File: src/rtl/sv_lcd_scanout.sv
// sv_lcd_scanout: Supervision LCD-to-VGA scanout. Generates VGA timing,
// maps the LCD window (scale, border, scroll, clip) onto it and prefetches
// each LCD row from VRAM during hblank into a double-buffered line buffer.
module sv_lcd_scanout #(
    parameter int H_TOTAL      = 800,
    parameter int H_ACTIVE     = 640,
    parameter int H_SYNC_START = 672,
    parameter int H_SYNC_END   = 720,
    parameter int V_TOTAL      = 525,
    parameter int V_ACTIVE     = 480,
    parameter int V_SYNC_START = 481,
    parameter int V_SYNC_END   = 484,
    parameter int SCALE        = 2,
    parameter int LCD_W        = 160,
    parameter int LCD_H        = 160,
    parameter int BORDER_X     = 80,
    parameter int BORDER_Y     = 40,
    parameter int ROW_BYTES    = 48,
    parameter int VRAM_ROWS    = 170
) (
    input  logic        clk,
    input  logic        reset,
    input  logic        ce,
    input  logic        white,
    input  logic [7:0]  lcd_xsize,
    input  logic [7:0]  lcd_ysize,
    input  logic [7:0]  lcd_xscroll,
    input  logic [7:0]  lcd_yscroll,
    output logic [12:0] addr,
    output logic        rd,
    input  logic [7:0]  data,
    output logic        ce_pxl,
    output logic        hsync,
    output logic        vsync,
    output logic        hblank,
    output logic        vblank,
    output logic [7:0]  red,
    output logic [7:0]  green,
    output logic [7:0]  blue
);
    localparam int HW = $clog2(H_TOTAL);
    localparam int VW = $clog2(V_TOTAL);
    localparam int NB = LCD_W / 4 + 1;   // one spare byte covers fine scroll
    localparam int BW = $clog2(NB);

    typedef enum logic [1:0] {ST_IDLE, ST_FETCH, ST_DRAIN} fetch_state_t;

    // 2-bit LCD shade to 24-bit RGB for the selected palette
    function automatic logic [23:0] palette(input logic grey, input logic [1:0] c);
        logic [23:0] rgb;
        if (grey) begin
            case (c)
                2'd0:    rgb = 24'hFFFFFF;
                2'd1:    rgb = 24'hC0C0C0;
                2'd2:    rgb = 24'h808080;
                default: rgb = 24'h000000;
            endcase
        end else begin
            case (c)
                2'd0:    rgb = 24'h87BA6B;
                2'd1:    rgb = 24'h6BA378;
                2'd2:    rgb = 24'h386B82;
                default: rgb = 24'h384052;
            endcase
        end
        return rgb;
    endfunction

    logic [HW-1:0] hcount_q, hcount_d;
    logic [VW-1:0] vcount_q, vcount_d;
    logic          h_last_s;

    fetch_state_t  state_q;
    logic [BW-1:0] idx_q, wr_idx_q;
    logic [12:0]   addr_q;
    logic          rd_q, sel_q, wr_v_q;
    logic [7:0]    lbuf_q [0:1][0:NB-1];

    logic          ce_pxl_q, hsync_q, vsync_q, hblank_q, vblank_q;
    logic [23:0]   rgb_q;

    logic [HW-1:0] vx_s, lx_s;
    logic [VW-1:0] vy_s, ly_s;
    logic [15:0]   p_s;
    logic [8:0]    xs_eff_s, ys_eff_s;
    logic          in_win_s, clip_s;
    logic [BW-1:0] bidx_s;
    logic [7:0]    byte_s;
    logic [1:0]    pix_s;
    logic [23:0]   rgb_s;

    logic [VW-1:0] nv_s, nvy_s, row_s;
    logic          disp_next_s;
    logic [15:0]   row_sum_s, row_mod_s;
    logic [12:0]   base_s;

    // Raster counter next state: hcount wraps each line, vcount each frame
    always_comb begin
        h_last_s = (hcount_q == HW'(H_TOTAL - 1));
        hcount_d = hcount_q;
        vcount_d = vcount_q;
        if (h_last_s) begin
            hcount_d = '0;
            if (vcount_q == VW'(V_TOTAL - 1)) begin
                vcount_d = '0;
            end else begin
                vcount_d = vcount_q + VW'(1);
            end
        end else begin
            hcount_d = hcount_q + HW'(1);
        end
    end

    // Raster counters, advancing only on ce
    always_ff @(posedge clk or posedge reset) begin
        if (reset) begin
            hcount_q <= '0;
            vcount_q <= '0;
        end else if (ce) begin
            hcount_q <= hcount_d;
            vcount_q <= vcount_d;
        end
    end

    // Window mapping, clipping and pixel lookup from the display bank
    always_comb begin
        vx_s     = hcount_q / HW'(SCALE);
        vy_s     = vcount_q / VW'(SCALE);
        in_win_s = (hcount_q < HW'(H_ACTIVE)) && (vcount_q < VW'(V_ACTIVE))
                && (vx_s >= HW'(BORDER_X)) && (vx_s < HW'(BORDER_X + LCD_W))
                && (vy_s >= VW'(BORDER_Y)) && (vy_s < VW'(BORDER_Y + LCD_H));
        lx_s     = vx_s - HW'(BORDER_X);
        ly_s     = vy_s - VW'(BORDER_Y);
        xs_eff_s = (lcd_xsize == 8'd0) ? 9'(LCD_W) : {1'b0, lcd_xsize};
        ys_eff_s = (lcd_ysize == 8'd0) ? 9'(LCD_H) : {1'b0, lcd_ysize};
        clip_s   = (16'(lx_s) >= 16'(xs_eff_s)) || (16'(ly_s) >= 16'(ys_eff_s));
        p_s      = 16'(lx_s) + 16'(lcd_xscroll[1:0]);
        bidx_s   = in_win_s ? BW'(p_s >> 2) : '0;
        byte_s   = lbuf_q[sel_q][bidx_s];
        pix_s    = 2'(byte_s >> {p_s[1:0], 1'b0});
        rgb_s    = (in_win_s && !clip_s) ? palette(white, pix_s) : 24'h000000;
    end

    // Next-line lookahead: which LCD row the following line shows, and its VRAM base
    always_comb begin
        nv_s        = (vcount_q == VW'(V_TOTAL - 1)) ? '0 : vcount_q + VW'(1);
        nvy_s       = nv_s / VW'(SCALE);
        disp_next_s = (nv_s < VW'(V_ACTIVE)) && (nvy_s >= VW'(BORDER_Y))
                   && (nvy_s < VW'(BORDER_Y + LCD_H));
        row_s       = nvy_s - VW'(BORDER_Y);
        row_sum_s   = 16'(lcd_yscroll) + 16'(row_s);
        row_mod_s   = row_sum_s % 16'(VRAM_ROWS);
        base_s      = 13'(row_mod_s * 16'(ROW_BYTES) + 16'(lcd_xscroll[7:2]));
    end

    // Prefetch sequencer: one VRAM read per ce in hblank, bank swap at line end
    always_ff @(posedge clk or posedge reset) begin
        if (reset) begin
            state_q  <= ST_IDLE;
            idx_q    <= '0;
            addr_q   <= 13'd0;
            rd_q     <= 1'b0;
            sel_q    <= 1'b0;
            wr_v_q   <= 1'b0;
            wr_idx_q <= '0;
        end else if (ce) begin
            // a read issued this cycle returns data next ce cycle
            wr_v_q   <= rd_q;
            wr_idx_q <= idx_q;
            if (h_last_s) begin
                sel_q <= ~sel_q;
            end
            case (state_q)
                ST_IDLE: begin
                    if ((hcount_q == HW'(H_ACTIVE)) && disp_next_s) begin
                        state_q <= ST_FETCH;
                        rd_q    <= 1'b1;
                        addr_q  <= base_s;
                        idx_q   <= '0;
                    end
                end
                ST_FETCH: begin
                    if (idx_q == BW'(NB - 1)) begin
                        rd_q    <= 1'b0;
                        state_q <= ST_DRAIN;
                    end else begin
                        idx_q  <= idx_q + BW'(1);
                        addr_q <= addr_q + 13'd1;
                    end
                end
                ST_DRAIN: begin
                    state_q <= ST_IDLE;
                end
                default: begin
                    state_q <= ST_IDLE;
                    rd_q    <= 1'b0;
                end
            endcase
        end
    end

    // Line buffer write into the fetch bank; contents are not cleared by reset
    always_ff @(posedge clk) begin
        if (ce && wr_v_q) begin
            lbuf_q[~sel_q][wr_idx_q] <= data;
        end
    end

    // Registered video outputs, one ce-cycle behind the raster counters
    always_ff @(posedge clk or posedge reset) begin
        if (reset) begin
            ce_pxl_q <= 1'b0;
            hsync_q  <= 1'b1;
            vsync_q  <= 1'b1;
            hblank_q <= 1'b0;
            vblank_q <= 1'b0;
            rgb_q    <= 24'h000000;
        end else if (ce) begin
            ce_pxl_q <= ((hcount_q % HW'(SCALE)) == HW'(SCALE - 1));
            hsync_q  <= !((hcount_q >= HW'(H_SYNC_START)) && (hcount_q < HW'(H_SYNC_END)));
            vsync_q  <= !((vcount_q >= VW'(V_SYNC_START)) && (vcount_q < VW'(V_SYNC_END)));
            hblank_q <= (hcount_q >= HW'(H_ACTIVE));
            vblank_q <= (vcount_q >= VW'(V_ACTIVE));
            rgb_q    <= rgb_s;
        end
    end

    assign addr   = addr_q;
    assign rd     = rd_q;
    assign ce_pxl = ce_pxl_q;
    assign hsync  = hsync_q;
    assign vsync  = vsync_q;
    assign hblank = hblank_q;
    assign vblank = vblank_q;
    assign red    = rgb_q[23:16];
    assign green  = rgb_q[15:8];
    assign blue   = rgb_q[7:0];
endmodule

File: config.mk
export PLATFORM = sky130hd
export DESIGN_NAME = sv_lcd_scanout
export DESIGN_NICKNAME = d
export VERILOG_FILES = /design/src/rtl/sv_lcd_scanout.sv
export SDC_FILE = /design/constraint.sdc
export NUM_CORES = 1
export LEC_CHECK = 0
export CAP_MARGIN = 10
export CORE_UTILIZATION = 62
export DETAILED_ROUTE_END_ITERATION = 12
export PLACE_DENSITY_LB_ADDON = 0.12
export SLEW_MARGIN = 15
export SYNTH_ARGS = -nofsm -noshare
export SYNTH_HDL_FRONTEND = slang
export SYNTH_SLANG_ARGS = --single-unit
File: constraint.sdc
create_clock -name clk -period 10.4 [get_ports clk]
set_input_delay 1.56 -clock clk [delete_from_list [all_inputs] [get_ports clk]]
set_output_delay 1.56 -clock clk [all_outputs]
set_load 0.1 [all_outputs]
==> flow_summary.ini, run 1 <==
[run_status]
status = finished, final reports clean

[synthesis]
async_flop_share = 0.09766
ys_seq_area_frac = 0.6594
synth_fp_nets = 2166
synth-simple-area-share = 0.07357
syn_area_sq_mm = 0.03257
synth-seq-cells = 727
synthAdderAreaFrac = 0.02658
synth.largest_area_cell = edfxtp_1
synth-main-ff-cell = edfxtp_1
synthMuxAreaShare = 0.1338
avgSynthCellArea_sq_um = 15.84
synth-xor-area-share = 0.01905
yosys_warnings = 0
syn_inst = 2056
synth_area_leaders = edfxtp_1 60%, mux4_2 13%, dfrtp_1 5.3%
synth_edf_count = 656
synth_top_area_frac = 0.6048
ys_types = 95
synth_top_family_by_area = multiplexers
synth_compound_area_frac = 0.06369

[worst_setup_path]
cp_common_cell = inv_1
worst_ep_arrival_time_ps = 9490
criticalPathCategory = reg -> reg
slowest_stage = nor2_1
crit_path_max_fanout = 11
cp-end-kind = flop
crit_required_ps = 10930
crit_path_start_kind = flop
cpPeakStageDelay_ps = 600

[pwr]
pwr-share-clk = 0.350
finalPower_mw = 7.521
power_leakage_nw = 11.89
p_seq_frac = 0.443
p_per_area_mw_per_mm2 = 207.1
peakVddDrop_mv = 0.2004
switching_share = 0.2924
p_int_mw = 5.321
switchingPower_mw = 2.199
pwr-share-comb = 0.207

[final_layout]
final_nets = 2235
diodes = 0
fillers = 3235
syn2layout_area_growth_pct = 11.51
drive_gt1_frac = 0.1733
stdcell_area_sq_mm = 0.03632
stdcell_count = 2861
utilization = 0.7037

[clock_network]
root_buffer = clkbuf_16
cts_hold_buf = 0
clkTransAtPathRegs_ps = 60
numCtsBuffers = 74
cts_resized = 0
clk_latency_ps = 630
clock-sinks = 727
post_cts_buffers = 0
cts_tree = done
h-tree-depth = 3
clk_path_buf_depth = 3

[global_routing]
overflow = 0
antenna_found_initial = 0
grt_pass1_vias = 18615
grtUsageTotal = 0.2775
grt_pass1_wl_mm = 110.9
grt_start_max_net_pins = 88

[min_path]
hold_class = reg -> reg

[detailed_routing]
dr.pass1.iters = 5
routedWlPerCell_microns = 25.09
drt-total-wl_mm = 71.79
drc = 0
vias = 18489
first_iter_violations = 1871
viasPerCell = 6.462
antenna_left = 0

[sta]
timing.final.crit_share = 0.8616
finalMaxSlewViolations = 0
tightest_slew_ps = 1057
setup_violations = 0
fin_skew_ps = 21.22
setup_ws_ps = 1439
rsz0062_at_grt = no
hold_viol_final = 0
fmax_mhz = 111.6
slew_headroom = 0.2930
period_needed_ps = 8961
hold_slack_ps = 503.4
timing.setup.tns_ps = 0

[place]
dp.cells = 2729
post_dp_cell_area_sq_mm = 0.03394
place_ws_ps = 1488
port_buffers = 86
place_congestion = 0.8783
dp_hpwl_mm = 43.14

[floorplan]
core_area_sq_mm = 0.05161
dieWidth_microns = 231.2
die_h_microns = 231.2
start_util = 0.6310
dieArea_sq_mm = 0.05345
io_pins = 87
rows = 83

[run]
maxCapViolations = 0
==> layer usage <==
layer	part of all wire	wire length [microns]	global-route usage	vias up
li1	-	-	-	8191
met3	0.073	5218	0.04392	109
met5	0	0	0	-
met2	0.49	35230	0.4522	747
met1	0.42	29860	0.3939	9442
met4	0.021	1486	0.07719	0
==> path summary, 6_finish.rpt <==
| path | from | to | slack [ps] | depth (start not counted) |
|---|---|---|---|---|
| max | vcount_q[5] | addr[12] | 1440 | 39 |
| min | vsync | vsync | 500 | 2 |
| max reg2reg | vcount_q[5] | addr[12] | 1440 | 39 |
| min reg2reg | vsync | vsync | 500 | 2 |
| max in group asynchronous | reset | sel_q | 8120 | 3 |
| min in group asynchronous | reset | vblank | 1540 | 3 |
==> power by group through the flow <==
stage / combinational [mW] / clock, mW / sequential (mW)
final: 1.55 / 2.63 / 3.33
after global routing: 1.70 / 2.76 / 3.34
after CTS: 1.56 / 2.66 / 3.33
after detailed placement: 1.54 / 0 / 3.39
after global placement: 1.52 / 0 / 3.39
after floorplan: 0.995 / 0 / 3.55
==> cell type report <==
class	instances	area [sq um]	share of cell area
inverter	67	251.5	0.006925
sequential	727	21480	0.5915
timing repair buffer	112	1036	0.02853
tap	680	850.8	0.02343
clock inverter	34	341.6	0.009405
multi-input combinational	1143	10320	0.2842
clock buffer	98	2036	0.05605
==> Yosys cell counts, types with 39 or more instances <==
cell type	count
edfxtp_1	656
mux4_2	181
and2_1	42
nor2_1	156
dfrtp_1	69
nand2_1	132
xnor2_1	39
ha_1	62
inv_1	67
o21ai_0	59
a21oi_1	64
a211oi_1	42
a31oi_1	39
clkbuf_1	72
==> kinds of logic (layout without fill, tap and decap cells) <==
kind of cell / after synthesis / after routing
adder cells (fa/ha/maj): 67 / 67
buffers and inverters: 186 / 311
AO/OA/AOI/OAI: 303 / 303
AND/OR/NAND/NOR: 496 / 496
XOR/XNOR: 70 / 70
multiplexers: 207 / 207
flip-flops: 727 / 727
==> sequential cells by signal, summed over array words and instances (netlist names), 2 cells and up <==
register / cells
addr: 13
state_q: 2
vcount_q: 10
rgb_q: 16
hcount_q: 10
idx_q: 6
lbuf_q: 656
wr_idx_q: 6
==> critical path, delay by kind of cell, from the launching register on <==
| family | cells | cell delay [ps] |
|---|---|---|
| fa+ha+maj | 5 | 1470 |
| compound gates | 14 | 2590 |
| buf+inv | 6 | 810 |
| xor+xnor | 4 | 860 |
| mux | 1 | 130 |
| simple gates | 9 | 2540 |
| flops | 1 | 470 |
==> layout by cell type, fill, tap and decap left out, types with 8 or more instances in the layout <==
master and n:
o22ai_1 8, mux4_2 181, dfrtp_1 68, ha_1 62
or3_1 9, clkdlybuf4s50_1 77, xnor2_1 39, o21ai_0 59
clkbuf_16 77, nor3_1 28, nand2_1 131, mux2i_1 12
buf_4 24, nor2_1 156, mux2_2 13, edfxtp_1 656
clkbuf_1 18, a31oi_1 39, nand3_1 37, nor2b_1 8
and2_1 39, a21oi_1 64, xor2_1 30, inv_1 66
a211oi_1 42, buf_2 9, clkinv_2 12, a21o_1 14
nand2b_1 10, and3_1 10, nor4_1 8, nand4_1 18
Note: power is estimated with default switching activity, not from simulation.
==> run 2, diff against run 1 <==
CORE_UTILIZATION = 30   (was 62)
RECOVER_POWER = 50   (was unset)
==> run 2 against run 1 <==
The flow now finishes with violations (capacitance limit, slew limit). Die area up 110%. Register-to-register slack lost 180 ps. Sequential share of layout area is 1.8 points lower. Largest power group unchanged.
==> flow_summary.ini, run 2 (synthesis gave the netlist of run 1 again) <==
[worst_setup_path]
r2r_cells = 39
setup.worst_path.end = addr[12]
crit_start = vcount_q[5]
criticalPathCategory = reg -> reg
crit_path_max_fanout = 11
cp_common_cell = inv_1
cpPeakStageDelay_ps = 570
cp-end-kind = flop
crit_required_ps = 10910
rr_endpoint = addr[12]
reg2reg_from = vcount_q[5]
worst_ep_arrival_time_ps = 9650
ff2ff_setup_slack_ps = 1260
slowest_stage = nor2_1
crit_path_start_kind = flop

[clock_network]
post_cts_buffers = 0
root_buffer = clkbuf_16
h-tree-depth = 3
numCtsBuffers = 81
clkTransAtPathRegs_ps = 70
clock-sinks = 727
cts_hold_buf = 0
clk_path_buf_depth = 3
cts_resized = 0
clk_latency_ps = 650
cts_tree = done

[sta]
slew_headroom = -1.902
finalMaxSlewViolations = 802
rsz0062_at_grt = no
timing.setup.tns_ps = 0
hold_viol_final = 0
setup_violations = 0
fmax_mhz = 109.4
timing.final.crit_share = 0.8789
tightest_slew_ps = 4353
period_needed_ps = 9141
fin_skew_ps = 26.53
hold_slack_ps = 492.7

[place]
dp_hpwl_mm = 51.28
post_dp_cell_area_sq_mm = 0.03490
place_congestion = 0.7944
port_buffers = 86
dp.cells = 3455

[global_routing]
antenna_found_initial = 0
grtUsageTotal = 0.1518
grt_pass1_wl_mm = 126.3
grt_pass1_vias = 19219
overflow = 0
grt_start_max_net_pins = 83

[pwr]
p_per_area_mw_per_mm2 = 207.4
peakVddDrop_mv = 0.1277
finalPower_mw = 7.769
power_leakage_nw = 11.98

[detailed_routing]
first_iter_violations = 1104
routedWlPerCell_microns = 23.08
dr.pass1.iters = 5
drc = 0
vias = 18033
drt-total-wl_mm = 83.20
viasPerCell = 5.004
antenna_left = 0

[final_layout]
stdcell_count = 3604
syn2layout_area_growth_pct = 15.02
drive_gt1_frac = 0.1713
final_common_cell = edfxtp_1
fillers = 10166
final_nets = 2245
stdcell_area_sq_mm = 0.03746
mostFrequentLayoutCells = 656 x edfxtp_1, 181 x mux4_2, 156 x nor2_1, 131 x nand2_1, 82 x clkbuf_16
regMostFlops = lbuf_q
largest_register_ffs = 656
diodes = 0

[floorplan]
dieWidth_microns = 331.5
die_h_microns = 331.5
rows = 120
core_area_sq_mm = 0.1074
start_util = 0.3034
io_pins = 87
dieArea_sq_mm = 0.1099

[run]
maxCapViolations = 10

[min_path]
hold_start = vsync
hold_class = reg -> reg

[run_status]
violations = capacitance limit, slew limit
status = finished, violations left
==> run 2: changes by cell type in the layout (fill, tap and decap cells not counted), moves of 2 or more <==
cell	previous run	this run
buf_2	9	6
buf_4	24	18
clkbuf_1	18	34
clkbuf_16	77	82
clkbuf_8	3	1
clkinv_1	7	14
clkinv_2	12	10
clkinv_8	0	2
==> run 2: layer usage <==
metal	global-route usage	routed length, microns	vias to the layer above
met5	0	0	-
met4	0.03582	1543	0
met2	0.2512	40210	322
met3	0.02444	2833	109
li1	-	-	8206
met1	0.2083	38620	9396
==> run 2: power by group <==
part,leakage (nW),total [mW],switching (mW),internal (mW)
clock,1.26,2.83,1.20,1.63
sequential,6.81,3.35,0.0886,3.26
combinational,3.91,1.59,1.03,0.560
total,12.0,7.77,2.32,5.45
==> run 2: worst min-delay path by stage <==
stage,end,slack (ps),depth (start not counted)
2_1_floorplan,wr_idx_q[5],510,1
3_3_place_gp,vsync,490,2
3_5_place_dp,vsync,500,2
4_1_cts,vsync,500,2
5_1_grt,vsync,540,2
6_report,vsync,490,2
==> run 2: worst max-delay path, delay by kind of cell, from the launching register on <==
kind	cells	cell delay, ps
AOI/OAI and AO/OA	14	2900
xor gates and xnor gates	4	890
adders and majority gates	5	1490
buffers and inverters	6	840
DFF	1	470
muxes	1	130
and+or+nand+nor	9	2270
==> run 2: metrics by stage <==
stage / utilization / worst slack, ps
after detailed placement: 0.3251 / 1210
final: 0.3490 / 1259
after global routing: 0.3490 / 314.7
after global placement: 0.3251 / 1388
after CTS: 0.3493 / 1215
after floorplan: - / 2919
==> run 2: area by class of cell <==
class | instances | area (sq um) | share of cell area
clock buffer | 107 | 2160 | 0.05765
clock inverter | 42 | 445.4 | 0.01189
timing repair buffer | 115 | 1037 | 0.02769
multi-input combinational | 1143 | 10330 | 0.2757
sequential | 727 | 21480 | 0.5734
tap | 1403 | 1755 | 0.04686
inverter | 67 | 252.7 | 0.006747
